[config.mk]
export PLATFORM = sky130hd
export DESIGN_NAME = wb_drain_arbiter_flat
export DESIGN_NICKNAME = d
export VERILOG_FILES = /design/src/rtl/wb_pkg.sv /design/src/rtl/wb_drain_arbiter_if.sv /design/src/rtl/wb_parity_chk.sv /design/src/rtl/wb_drain_arbiter.sv /design/src/flat_wrapper.sv
export SDC_FILE = /design/constraint.sdc
export NUM_CORES = 1
export LEC_CHECK = 0
export BUFFER_PORTS_ARGS = -buffer_cell sky130_fd_sc_hd__buf_2
export CAP_MARGIN = 40
export CORE_MARGIN = 2
export CORE_UTILIZATION = 47
export DETAILED_ROUTE_END_ITERATION = 7
export GPL_TIMING_DRIVEN = 0
export PLACE_DENSITY_LB_ADDON = 0.2
export SYNTH_ARGS = -nofsm -noshare
export SYNTH_HDL_FRONTEND = slang
export SYNTH_SLANG_ARGS = --single-unit
[constraint.sdc]
create_clock -name clk -period 2 [get_ports clk]
set_clock_uncertainty 0.1 [all_clocks]
set_input_delay 0.3 -clock clk [delete_from_list [all_inputs] [get_ports clk]]
set_output_delay 0.3 -clock clk [all_outputs]
set_load 0.005 [all_outputs]
[src/rtl/wb_pkg.sv]
// Shared types and constants for the write-buffer drain arbiter.
// Optional parity checking is enabled with `WB_PARITY_CHECK_EN.
package wb_pkg;
  typedef enum logic [1:0] {
    IDLE,
    REQ,
    RELEASE
  } state_t;

  localparam int NUM_CH      = 2;
  localparam int DATA_W      = 32;
  localparam int TIMEOUT_DEF = 256;
endpackage

[src/rtl/wb_drain_arbiter_if.sv]
// Downstream Y-port: 4-phase YREQ/YACK with data and parity flag.
// The arbiter uses the master modport; the output device uses slave.
interface wb_drain_arbiter_if;
  import wb_pkg::*;
  logic              YREQ;
  logic              YACK;
  logic [DATA_W-1:0] YDATA;
  logic              YPARITY;

  modport master (
    output YREQ,
    output YDATA,
    output YPARITY,
    input  YACK
  );

  modport slave (
    input  YREQ,
    input  YDATA,
    input  YPARITY,
    output YACK
  );
endinterface

[src/rtl/wb_parity_chk.sv]
// Compares recomputed even parity of a head word with its stored bit.
// Instantiated only when `WB_PARITY_CHECK_EN is defined.
module wb_parity_chk
  import wb_pkg::*;
(
  input  logic [DATA_W-1:0] data,
  input  logic              par,
  output logic              mismatch
);
  assign mismatch = (^data) ^ par;
endmodule

[src/rtl/wb_drain_arbiter.sv]
// Round-robin drain of two write-buffer FIFOs onto one YREQ/YACK port.
// `WB_PARITY_CHECK_EN adds the head-word parity check and error counter.
module wb_drain_arbiter
  import wb_pkg::*;
#(
  parameter int TIMEOUT = TIMEOUT_DEF,
  parameter int CNT_W   = 16
) (
  input  logic                clk,
  input  logic                HRESETn,
  input  logic                ch0_req,
  input  logic [DATA_W-1:0]   ch0_data,
  input  logic                ch0_par,
  output logic                ch0_pop,
  input  logic                ch1_req,
  input  logic [DATA_W-1:0]   ch1_data,
  input  logic                ch1_par,
  output logic                ch1_pop,
  wb_drain_arbiter_if.master  y,
  output logic                grant,
  output logic                busy,
  output logic                timeout_err,
  input  logic                clr_err,
  output logic [CNT_W-1:0]    par_err_cnt,
  output logic [CNT_W-1:0]    xfer_cnt
);
  localparam int TO_W = $clog2(TIMEOUT);
  localparam logic [TO_W-1:0] TO_MAX = TO_W'(TIMEOUT - 1);

  state_t            state_q, state_d;
  logic              yreq_q, yreq_d;
  logic [DATA_W-1:0] ydata_q, ydata_d;
  logic              grant_q, grant_d;
  logic              last_q, last_d;
  logic              pop0_q, pop0_d;
  logic              pop1_q, pop1_d;
  logic [TO_W-1:0]   to_cnt_q, to_cnt_d;
  logic              terr_q, terr_d;
  logic [CNT_W-1:0]  xfer_q, xfer_d;
  logic              ypar_q, ypar_d;
  logic [CNT_W-1:0]  perr_q, perr_d;

  logic              sel;
  logic [DATA_W-1:0] sel_data;
  logic              sel_par;
  logic              mism;

  // Contention goes to the channel that did not finish last.
  assign sel      = (ch0_req & ch1_req) ? ~last_q : ch1_req;
  assign sel_data = sel ? ch1_data : ch0_data;
  assign sel_par  = sel ? ch1_par : ch0_par;

`ifdef WB_PARITY_CHECK_EN
  wb_parity_chk u_chk (
    .data     (sel_data),
    .par      (sel_par),
    .mismatch (mism)
  );
`else
  logic unused_par;
  assign unused_par = sel_par;
  assign mism       = 1'b0;
`endif

  always_comb begin
    state_d  = state_q;
    yreq_d   = yreq_q;
    ydata_d  = ydata_q;
    grant_d  = grant_q;
    last_d   = last_q;
    pop0_d   = 1'b0;
    pop1_d   = 1'b0;
    to_cnt_d = to_cnt_q;
    terr_d   = terr_q;
    xfer_d   = xfer_q;
    ypar_d   = ypar_q;
    perr_d   = perr_q;
    unique case (state_q)
      IDLE: begin
        // A stale YACK blocks the next request until it falls.
        if ((ch0_req | ch1_req) && !y.YACK) begin
          ydata_d  = sel_data;
          ypar_d   = mism;
          grant_d  = sel;
          yreq_d   = 1'b1;
          to_cnt_d = '0;
          state_d  = REQ;
        end
      end
      REQ: begin
        if (y.YACK) begin
          yreq_d  = 1'b0;
          pop0_d  = ~grant_q;
          pop1_d  = grant_q;
          last_d  = grant_q;
          xfer_d  = xfer_q + 1'b1;
          perr_d  = perr_q + CNT_W'(ypar_q);
          state_d = RELEASE;
        end else if (to_cnt_q == TO_MAX) begin
          yreq_d  = 1'b0;
          terr_d  = 1'b1;
          last_d  = grant_q;
          state_d = RELEASE;
        end else begin
          to_cnt_d = to_cnt_q + 1'b1;
        end
      end
      RELEASE: begin
        if (!y.YACK) state_d = IDLE;
      end
      default: state_d = IDLE;
    endcase
    if (clr_err) begin
      terr_d = 1'b0;
      perr_d = '0;
    end
  end

  always_ff @(posedge clk or negedge HRESETn) begin
    if (!HRESETn) begin
      state_q  <= IDLE;
      yreq_q   <= 1'b0;
      ydata_q  <= '0;
      grant_q  <= 1'b0;
      last_q   <= 1'b1;
      pop0_q   <= 1'b0;
      pop1_q   <= 1'b0;
      to_cnt_q <= '0;
      terr_q   <= 1'b0;
      xfer_q   <= '0;
      ypar_q   <= 1'b0;
      perr_q   <= '0;
    end else begin
      state_q  <= state_d;
      yreq_q   <= yreq_d;
      ydata_q  <= ydata_d;
      grant_q  <= grant_d;
      last_q   <= last_d;
      pop0_q   <= pop0_d;
      pop1_q   <= pop1_d;
      to_cnt_q <= to_cnt_d;
      terr_q   <= terr_d;
      xfer_q   <= xfer_d;
      ypar_q   <= ypar_d;
      perr_q   <= perr_d;
    end
  end

  assign y.YREQ      = yreq_q;
  assign y.YDATA     = ydata_q;
  assign y.YPARITY   = ypar_q;
  assign ch0_pop     = pop0_q;
  assign ch1_pop     = pop1_q;
  assign grant       = grant_q;
  assign busy        = (state_q != IDLE);
  assign timeout_err = terr_q;
  assign xfer_cnt    = xfer_q;
  assign par_err_cnt = perr_q;
endmodule

[src/flat_wrapper.sv]
// flat-port wrapper written by rule: the top's interface ports become plain ports
module wb_drain_arbiter_flat import wb_pkg::*;
#(
  parameter int TIMEOUT = TIMEOUT_DEF,
  parameter int CNT_W   = 16
)
  (clk, HRESETn, ch0_req, ch0_data, ch0_par, ch0_pop, ch1_req, ch1_data, ch1_par, ch1_pop, grant, busy, timeout_err, clr_err, par_err_cnt, xfer_cnt, y_YREQ, y_YDATA, y_YPARITY, y_YACK);
  wb_drain_arbiter_if y_i ();
  input  logic clk;
  input  logic HRESETn;
  input  logic ch0_req;
  input  logic [DATA_W-1:0] ch0_data;
  input  logic ch0_par;
  output logic ch0_pop;
  input  logic ch1_req;
  input  logic [DATA_W-1:0] ch1_data;
  input  logic ch1_par;
  output logic ch1_pop;
  output logic grant;
  output logic busy;
  output logic timeout_err;
  input  logic clr_err;
  output logic [CNT_W-1:0] par_err_cnt;
  output logic [CNT_W-1:0] xfer_cnt;
  output wire logic [$bits(y_i.YREQ)-1:0] y_YREQ;
  output wire logic [$bits(y_i.YDATA)-1:0] y_YDATA;
  output wire logic [$bits(y_i.YPARITY)-1:0] y_YPARITY;
  input wire logic [$bits(y_i.YACK)-1:0] y_YACK;
  assign y_YREQ = y_i.YREQ;
  assign y_YDATA = y_i.YDATA;
  assign y_YPARITY = y_i.YPARITY;
  assign y_i.YACK = y_YACK;
  wb_drain_arbiter #(.TIMEOUT(TIMEOUT), .CNT_W(CNT_W)) u_core (.clk(clk), .HRESETn(HRESETn), .ch0_req(ch0_req), .ch0_data(ch0_data), .ch0_par(ch0_par), .ch0_pop(ch0_pop), .ch1_req(ch1_req), .ch1_data(ch1_data), .ch1_par(ch1_par), .ch1_pop(ch1_pop), .y(y_i), .grant(grant), .busy(busy), .timeout_err(timeout_err), .clr_err(clr_err), .par_err_cnt(par_err_cnt), .xfer_cnt(xfer_cnt));
endmodule
* After elaboration in Yosys (flattened, before gate mapping)
Cells that the tools add are included.
** Operators by class
- Add/sub/neg operators :: 2
- Equal/unequal tests :: 10
- Mux-type cells :: 26
- Bitwise operators :: 4
- Reductions and logical operators :: 17
** Operators with widths (count)
- $mux W32 :: 1
- $mux W8 :: 3
- $add A16 B1 Y16 const B :: 1
- $mux W16 :: 1
- $pmux W8 S2 :: 1
- $mux W1 :: 14
- $reduce_and A3 Y1 :: 4
- $reduce_bool A2 Y1 :: 6
- $add A8 B1 Y8 const B :: 1
- $eq A8 B8 Y1 const B :: 1
- $mux W2 :: 4
- $ne A2 B2 Y1 const B :: 4
- $pmux W2 S3 :: 1
- $reduce_and A2 Y1 :: 3
- $reduce_and A4 Y1 :: 1
- $ne A3 B2 Y1 const B :: 1
- $ne A3 B3 Y1 const B :: 1
- $eq A2 B1 Y1 const B :: 1
- $eq A2 B2 Y1 const B :: 1
- $logic_not A2 Y1 :: 1
- $ne A2 B1 Y1 const B :: 1
- $not A1 Y1 :: 2
- $pmux W1 S2 :: 1
- $and A1 B1 Y1 :: 1
- 3 further kinds :: 3
** Storage, ports and cells
- Register bits after elaboration :: 80
- Input port bits :: 72
- Output and inout bits :: 71
- Logic and storage cells :: 70

* Longest topological paths before layout
Gate-level depths: netlist of the first run.
- Depth after elaboration :: 5
- Mapped depth :: 7
- Mapped depth without buffers :: 6

* Worst setup path before layout of the first run
Ideal clock, no wire load.
- Path kind :: register to register
- From :: register u_core.state_q[0]
- To :: register u_core.to_cnt_q[2]
- Library setup time :: 0.126 ns
- Data arrival time :: 1.648 ns
- Data required time :: 1.774 ns
- Slack :: 0.126 ns
- Cell stages (with the launch flop) :: 5
- Buffers on the path :: 1
- Clock period less this slack :: 1.874 ns
- Path through :: dfrtp_1 -> or4_1 -> buf_2 -> a22o_4 -> a221o_1
** On the way
- Cells in the longest elaborated chain, start to end :: 3
- Elaborated cells on any way between the ends :: 8
- Those cells by class :: eq/ne (4); mux (1); reduce/logical (3)
** Ends and longest elaborated chain
- start: declaration :: RTL line wb_drain_arbiter.sv:30 : state_t state_q, state_d;
- start signal: assignment :: RTL line wb_drain_arbiter.sv:134 : state_q <= state_d;
- $eq A2 B1 Y1 or $logic_not A2 Y1 (tied branches) :: RTL line wb_drain_arbiter.sv:78 : unique case (state_q)
- $ne A2 B2 Y1 (no source line) (tied with other cells)
- $reduce_and A4 Y1 (no source line)
- end signal: assignment :: RTL line wb_drain_arbiter.sv:141 : to_cnt_q <= to_cnt_d;
- end: declaration :: RTL line wb_drain_arbiter.sv:37 : logic [TO_W-1:0] to_cnt_q, to_cnt_d;
Parallel ways exist; a longest one is shown, timed or not.
A chain may end at the register's enable or synchronous reset.

* Worst setup path after layout of the first run
- From :: register u_core.state_q[1]
- To :: register u_core.to_cnt_q[2]
The elaborated chain is that of the path after synthesis.

==> results of run 1 <==
## routing by layer
layer / wire length (microns) / vias up / GRT usage (%)
met5: 0 / - / 0
met3: 491 / 9 / 4.57
met2: 3310 / 102 / 32.1
li1: - / 1298 / -
met4: 121 / 0 / 9.09
met1: 3070 / 1208 / 25.8
## worst reg2reg max path, stage by stage (launching register included)
cell and delay [ns]:
dfrtp_2 0.44, or4_4 0.52, buf_6 0.15, a22o_4 0.27, a221o_1 0.33
## logic make-up (layout without fill, tap and decap cells)
kind of cell,count (synthesis),in the layout,synth area share (%)
compound gates,52,52,10.4
xor+xnor,15,15,4.28
fa+ha+maj,2,2,0.815
buf+inv,35,179,6.56
flops,64,64,52.2
mux,36,36,11.9
other cells,1,17,0.122
simple gates,88,88,13.7
## cell usage after synthesis (3+ instances only)
master / n / area share (%)
xnor2_1: 12 / 3.4
dfrtp_1: 63 / 51
nor3_1: 3 / 0.49
inv_1: 3 / 0.37
o21ai_0: 35 / 5.7
xor2_1: 3 / 0.86
nor2_1: 8 / 0.98
and3_1: 3 / 0.61
mux2_2: 3 / 1.1
nand2_1: 43 / 5.3
mux2i_1: 33 / 11
nand4_1: 6 / 1.2
clkbuf_1: 10 / 1.2
nand3_1: 9 / 1.5
buf_4: 17 / 4.2
buf_2: 5 / 0.81
## report_power, final
| group | internal (uW) | switching, uW | total, uW | leakage, uW |
|---|---|---|---|---|
| sequential | 1740 | 319 | 2060 | 0.000822 |
| combinational | 751 | 751 | 1500 | 0.00131 |
| clock | 736 | 455 | 1190 | 0.000108 |
| total | 3230 | 1530 | 4760 | 0.00224 |
## sequential cells by signal, indices dropped and copies added, names as in the netlist
name	flops
u_core.y.YDATA	32
u_core.timeout_err	1
u_core.to_cnt_q	8
u_core.grant	1
u_core.xfer_cnt	16
u_core.y.YREQ	1
u_core.ch0_pop	1
u_core.state_q	2
u_core.ch1_pop	1
u_core.last_q	1
## how the worst min path moves through the flow
stage,end,cells after the start
floorplan,u_core.ch0_pop,0
CTS,u_core.timeout_err,2
global route,u_core.timeout_err,2
global placement,u_core.xfer_cnt[15],1
detailed placement,u_core.xfer_cnt[3],1
finish,u_core.timeout_err,2
## repair_timing
| action | in CTS | in global routing |
|---|---|---|
| pin swaps | 0 | 1 |
| endpoints found under the setup margin | 31 | 33 |
| cloned | 0 | 0 |
| hold buffers | 1 | 0 |
| hold endpoints to repair | 37 | 0 |
| resized for setup | 7 | 6 |
| buffers inserted | 1 | 1 |
## area by class of cell
cell class	instances	area, sq um	area share, %
clock buffer	13	149	3.59
sequential	64	1600	38.7
inverter	3	11.3	0.272
clock inverter	3	65.1	1.57
tap	77	96.3	2.32
multi-input combinational	210	1330	32.1
timing repair buffer	128	681	16.4
buffer	32	209	5.04
## cells in the final DEF (no fill, tap or decap), types with 6 or more instances in the layout
| master | instances |
|---|---|
| dfrtp_1 | 62 |
| clkbuf_8 | 10 |
| nand2_1 | 43 |
| nand3_1 | 9 |
| conb_1 | 17 |
| nand4_1 | 6 |
| nor2_1 | 8 |
| xnor2_1 | 12 |
| buf_2 | 127 |
| mux2i_1 | 33 |
| o21ai_0 | 35 |
| clkbuf_1 | 9 |
| buf_4 | 19 |
## per-stage QoR
stage,utilization [%],total power [uW]
4_1_cts,65.0,4790
6_report,65.3,4760
5_1_grt,65.3,5090
3_3_place_gp,60.5,3480
2_1_floorplan,-,2810
3_5_place_dp,61.1,3560
==> flow_metrics.py, run 1 <==
metrics = {
    "timing": {
        "whs_ns": 0.0254,
        "finalSetupViolations": 0,
        "period_share_pct": 96.6,
        "drv_slew": 0,
        "finalHoldViolCount": 0,
        "fin_tns_setup_ns": 0,
        "finalWorstSetupSlack_ns": 0.0672,
        "worst_pin_slew_ns": 0.520,
        "rsz0062_at_grt": "true",
        "fmax_mhz": 517,
        "layout_min_cycle_time_ns": 1.93,
        "max-slew-margin-rel_pct": 65.0,
    },
    "grt": {
        "grt_pass1_vias": 2462,
        "grt.total_usage_pct": 20.0,
        "grt_max_degree": 38,
        "antenna_found_initial": 0,
        "grt_pass1_wl_mm": 11.3,
        "grt-ovfl-total": 0,
    },
    "worst_hold_path": {
        "hold_class": "in -> reg",
        "worstHoldStart": "clr_err",
    },
    "worst_setup_path": {
        "r2r_start": "u_core.state_q[1]",
        "rrSetupSlack_ns": 0.07,
        "reg2regPathDepth": 4,
        "cp-startpoint": "u_core.state_q[1]",
        "cp_max_fo": 7,
        "crit_required_ns": 2.10,
        "end_kind": "register",
        "worstSetupPathType": "reg -> reg",
        "worstSetupEndpoint": "u_core.to_cnt_q[2]",
        "cp_data_arrival_time_ns": 2.04,
        "cp_cell_sequence": "or4_4 -> buf_6 -> a22o_4 -> a221o_1",
        "reg2reg_to": "u_core.to_cnt_q[2]",
        "critPathTopFamily": "compound AO/OA/AOI/OAI gates",
        "critical_path_cell_count": 4,
        "cpPeakStageDelay_ns": 0.52,
        "startpoint_type": "register",
        "critPathBufInv": 1,
        "slowest_stage": "or4_4",
    },
    "floorplan": {
        "initial_core_util_pct": 48.4,
        "die_w_microns": 84.8,
        "pin_count": 143,
        "fp.coreArea_sq_mm": 0.00635,
        "dieArea_sq_mm": 0.00720,
        "rows": 29,
        "fp.dieH_microns": 84.8,
    },
    "outcome": {
        "status": "finished, final reports clean",
    },
    "clock_network": {
        "cts_tree": "yes",
        "clock-sinks": 64,
        "cts_inserted_buffers": 9,
        "clock_path_buffers": 2,
        "cts-root-buf": "clkbuf_8",
        "clk_pin_slew_ns": 0.06,
        "insertion_delay_ns": 0.33,
        "htree_levels": 3,
    },
    "placement": {
        "placed_area_sq_mm": 0.00388,
        "routabilityCongestion": 0.855,
        "portBuffers": 123,
        "dp_hpwl_mm": 5.33,
        "place_worst_setup_slack_ns": -0.140,
        "placedCellCount": 511,
    },
    "yosys": {
        "async_reset_ff_share_pct": 100,
        "avgSynthCellArea_sq_um": 10.5,
        "synth_warnings": 0,
        "synth_area_sq_mm": 0.00307,
        "synthDistinctLibCells": 42,
        "synth_seq_cells": 64,
        "yosys_most_used_dff": "dfrtp_1",
        "synth-seq-area-share_pct": 52.2,
        "synth_edf_count": 0,
        "netlist_instances": 293,
    },
    "layout": {
        "antenna_cells": 0,
        "nNetsFinal": 522,
        "area_growth_pct": 35.0,
        "fin_cells": 530,
        "fillCellCount": 529,
        "finalInstanceArea_sq_mm": 0.00415,
        "drive_above_1_share_pct": 39.1,
    },
    "detailed_routing": {
        "vias": 2617,
        "dr.pass1.iters": 6,
        "routedWlPerCell_microns": 13.2,
        "post_drt_via_cell_ratio": 4.94,
        "routed_wl_mm": 6.99,
        "drt_iter0_markers": 50,
        "drc": 0,
        "ant_nets": 0,
    },
    "power_and_ir_drop": {
        "ir_drop_uv": 689,
        "p_leak_uw": 0.00224,
        "pwr_density_cell_mw_per_mm2": 1150,
    },
    "job": {
        "drv_cap": 0,
    },
}
(Power assumes the default switching activity.)
==> inputs of run 2 (changes only) <==
--- a/config.mk
+++ b/config.mk
@@ -12,6 +12,7 @@
 export DETAILED_ROUTE_END_ITERATION = 7
 export GPL_TIMING_DRIVEN = 0
 export PLACE_DENSITY_LB_ADDON = 0.2
+export RECOVER_POWER = 50
 export SYNTH_ARGS = -nofsm -noshare
 export SYNTH_HDL_FRONTEND = slang
 export SYNTH_SLANG_ARGS = --single-unit
==> run 2 against run 1 <==
Net effect: design area down 0.69%; critical path type unchanged; first-iteration DRC count up 14%; hold slack gained 0.00076 ns; largest power group unchanged; utilization decreased by 0.45 points; critical path depth is the same; non-clock buffer count unchanged; fmax about the same; sequential share of layout area is 0.27 points higher; via count rose by 0.19%; worst setup slack worse by 0.0014 ns; routed wire length is essentially flat.
==> flow_metrics.py, run 2 (synthesis results as in run 1) <==
metrics = {
    "outcome": {
        "status": "finished, final reports clean",
    },
    "timing": {
        "drv_slew": 0,
        "finalSetupViolations": 0,
        "worst_pin_slew_ns": 0.943,
        "layout_min_cycle_time_ns": 1.93,
        "max-slew-margin-rel_pct": 37.1,
        "finalHoldViolCount": 0,
        "rsz0062_at_grt": "true",
        "finalWorstSetupSlack_ns": 0.0658,
        "fmax_mhz": 517,
        "period_share_pct": 96.7,
    },
    "floorplan": {
        "die_w_microns": 84.8,
        "initial_core_util_pct": 48.4,
        "pin_count": 143,
        "fp.coreArea_sq_mm": 0.00635,
        "fp.dieH_microns": 84.8,
        "dieArea_sq_mm": 0.00720,
        "rows": 29,
    },
    "power_and_ir_drop": {
        "pwr_density_cell_mw_per_mm2": 1150,
        "p_total_uw": 4740,
        "switching_share_pct": 32.2,
        "p_sw_uw": 1530,
        "p_comb_share_pct": 31.2,
        "seqPwrFrac_pct": 43.6,
        "ir_drop_uv": 685,
        "clkPwrFrac_pct": 25.2,
        "p_leak_uw": 0.00220,
        "p_int_uw": 3210,
    },
    "worst_setup_path": {
        "critical_path_cell_count": 4,
        "crit_required_ns": 2.11,
        "cp_max_fo": 7,
        "cp-startpoint": "u_core.state_q[1]",
        "worstSetupPathType": "reg -> reg",
        "reg2reg_to": "u_core.to_cnt_q[2]",
        "rrSetupSlack_ns": 0.07,
        "cpPeakStageDelay_ns": 0.52,
        "startpoint_type": "register",
        "critPathBufInv": 1,
        "worstSetupEndpoint": "u_core.to_cnt_q[2]",
        "r2r_start": "u_core.state_q[1]",
        "slowest_stage": "or4_4",
        "cp_cell_sequence": "or4_4 -> buf_6 -> a22o_4 -> a221o_1",
        "critPathTopFamily": "compound AO/OA/AOI/OAI gates",
        "end_kind": "register",
        "reg2regPathDepth": 4,
        "cp_data_arrival_time_ns": 2.04,
    },
    "grt": {
        "grt-ovfl-total": 0,
        "grt.total_usage_pct": 20.0,
        "grt_max_degree": 38,
        "grt_pass1_wl_mm": 11.3,
        "antenna_found_initial": 0,
        "grt_pass1_vias": 2462,
    },
    "layout": {
        "finalInstanceArea_sq_mm": 0.00412,
        "final_common_cell": "buf_2",
        "fin_cells": 530,
        "area_growth_pct": 34.1,
        "final_cell_mix": "buf_2, dfrtp_1, nand2_1",
        "antenna_cells": 0,
        "largest_reg_flops": 32,
        "nNetsFinal": 522,
        "drive_above_1_share_pct": 36.6,
    },
    "detailed_routing": {
        "post_drt_via_cell_ratio": 4.95,
        "vias": 2622,
        "drc": 0,
        "dr.pass1.iters": 6,
        "routedWlPerCell_microns": 13.2,
        "drt_iter0_markers": 57,
        "routed_wl_mm": 6.99,
        "ant_nets": 0,
    },
    "clock_network": {
        "cts-root-buf": "clkbuf_8",
        "clock-sinks": 64,
        "cts_tree": "yes",
        "clock_path_buffers": 2,
        "insertion_delay_ns": 0.33,
        "clk_pin_slew_ns": 0.06,
        "cts_inserted_buffers": 9,
        "htree_levels": 3,
    },
    "worst_hold_path": {
        "hold_class": "in -> reg",
    },
    "placement": {
        "placed_area_sq_mm": 0.00388,
        "portBuffers": 123,
        "dp_hpwl_mm": 5.33,
        "placedCellCount": 511,
        "routabilityCongestion": 0.855,
        "place_worst_setup_slack_ns": -0.140,
    },
    "job": {
        "drv_cap": 0,
    },
}
[run 2: cell types whose count changed in the layout (fill, tap and decap cells not counted)]
cell,delta
buf_12,-1
buf_2,-11
clkbuf_1,+11
clkbuf_2,+1
[run 2: layer usage]
metal	part of all wire, %	global-route usage [%]	vias to the layer above
li1	-	-	1297
met1	44	25.8	1204
met2	47	32.1	111
met3	7.2	4.57	10
met4	1.9	9.09	0
met5	0	0	-
[run 2: through the flow]
stage          hold slack, ns  setup TNS [ns]  utilization, %
3_3_place_gp            0.357           -2.11            60.5
4_1_cts                0.0128               0            65.0
3_5_place_dp        -0.000602           -2.61            61.1
2_1_floorplan         -0.0956               0               -
5_1_grt                0.0256         -0.0235            64.8
6_report               0.0262               0            64.8
[run 2: how the worst min path moves through the flow]
stage	from	end	slack [ns]	depth (start not counted)
global placement	u_core.xfer_cnt[15]	u_core.xfer_cnt[15]	0.36	1
CTS	clr_err	u_core.timeout_err	0.01	2
floorplan	HRESETn	u_core.ch0_pop	-0.1	0
finish	clr_err	u_core.timeout_err	0.03	2
detailed placement	HRESETn	u_core.xfer_cnt[3]	-0.0006	1
global route	clr_err	u_core.timeout_err	0.03	2
[run 2: area by class of cell]
class | instances | area, sq um
Tap cell | 77 | 96.3
Timing Repair Buffer | 128 | 652
Sequential cell | 64 | 1600
Inverter | 3 | 11.3
Multi-Input combinational cell | 210 | 1330
Fill cell | 534 | 2230
Clock inverter | 3 | 65.1
Buffer | 32 | 209
Clock buffer | 13 | 149
[run 2: power by group through the flow]
stage	combinational, uW	clock (uW)	sequential, uW
6_report	1480	1190	2070
5_1_grt	1660	1280	2130
3_3_place_gp	1420	0	2070
4_1_cts	1510	1230	2060
3_5_place_dp	1480	0	2080
2_1_floorplan	740	0	2070
[run 2: what timing repair did]
| item | in CTS | in global routing |
|---|---|---|
| gates cloned | 0 | 0 |
| resized for setup | 7 | 6 |
| hold buffers | 1 | 0 |
| setup buffers | 1 | 1 |
| hold endpoints to repair | 37 | 0 |
| endpoints found under the setup margin | 31 | 33 |
| pin swaps | 0 | 1 |
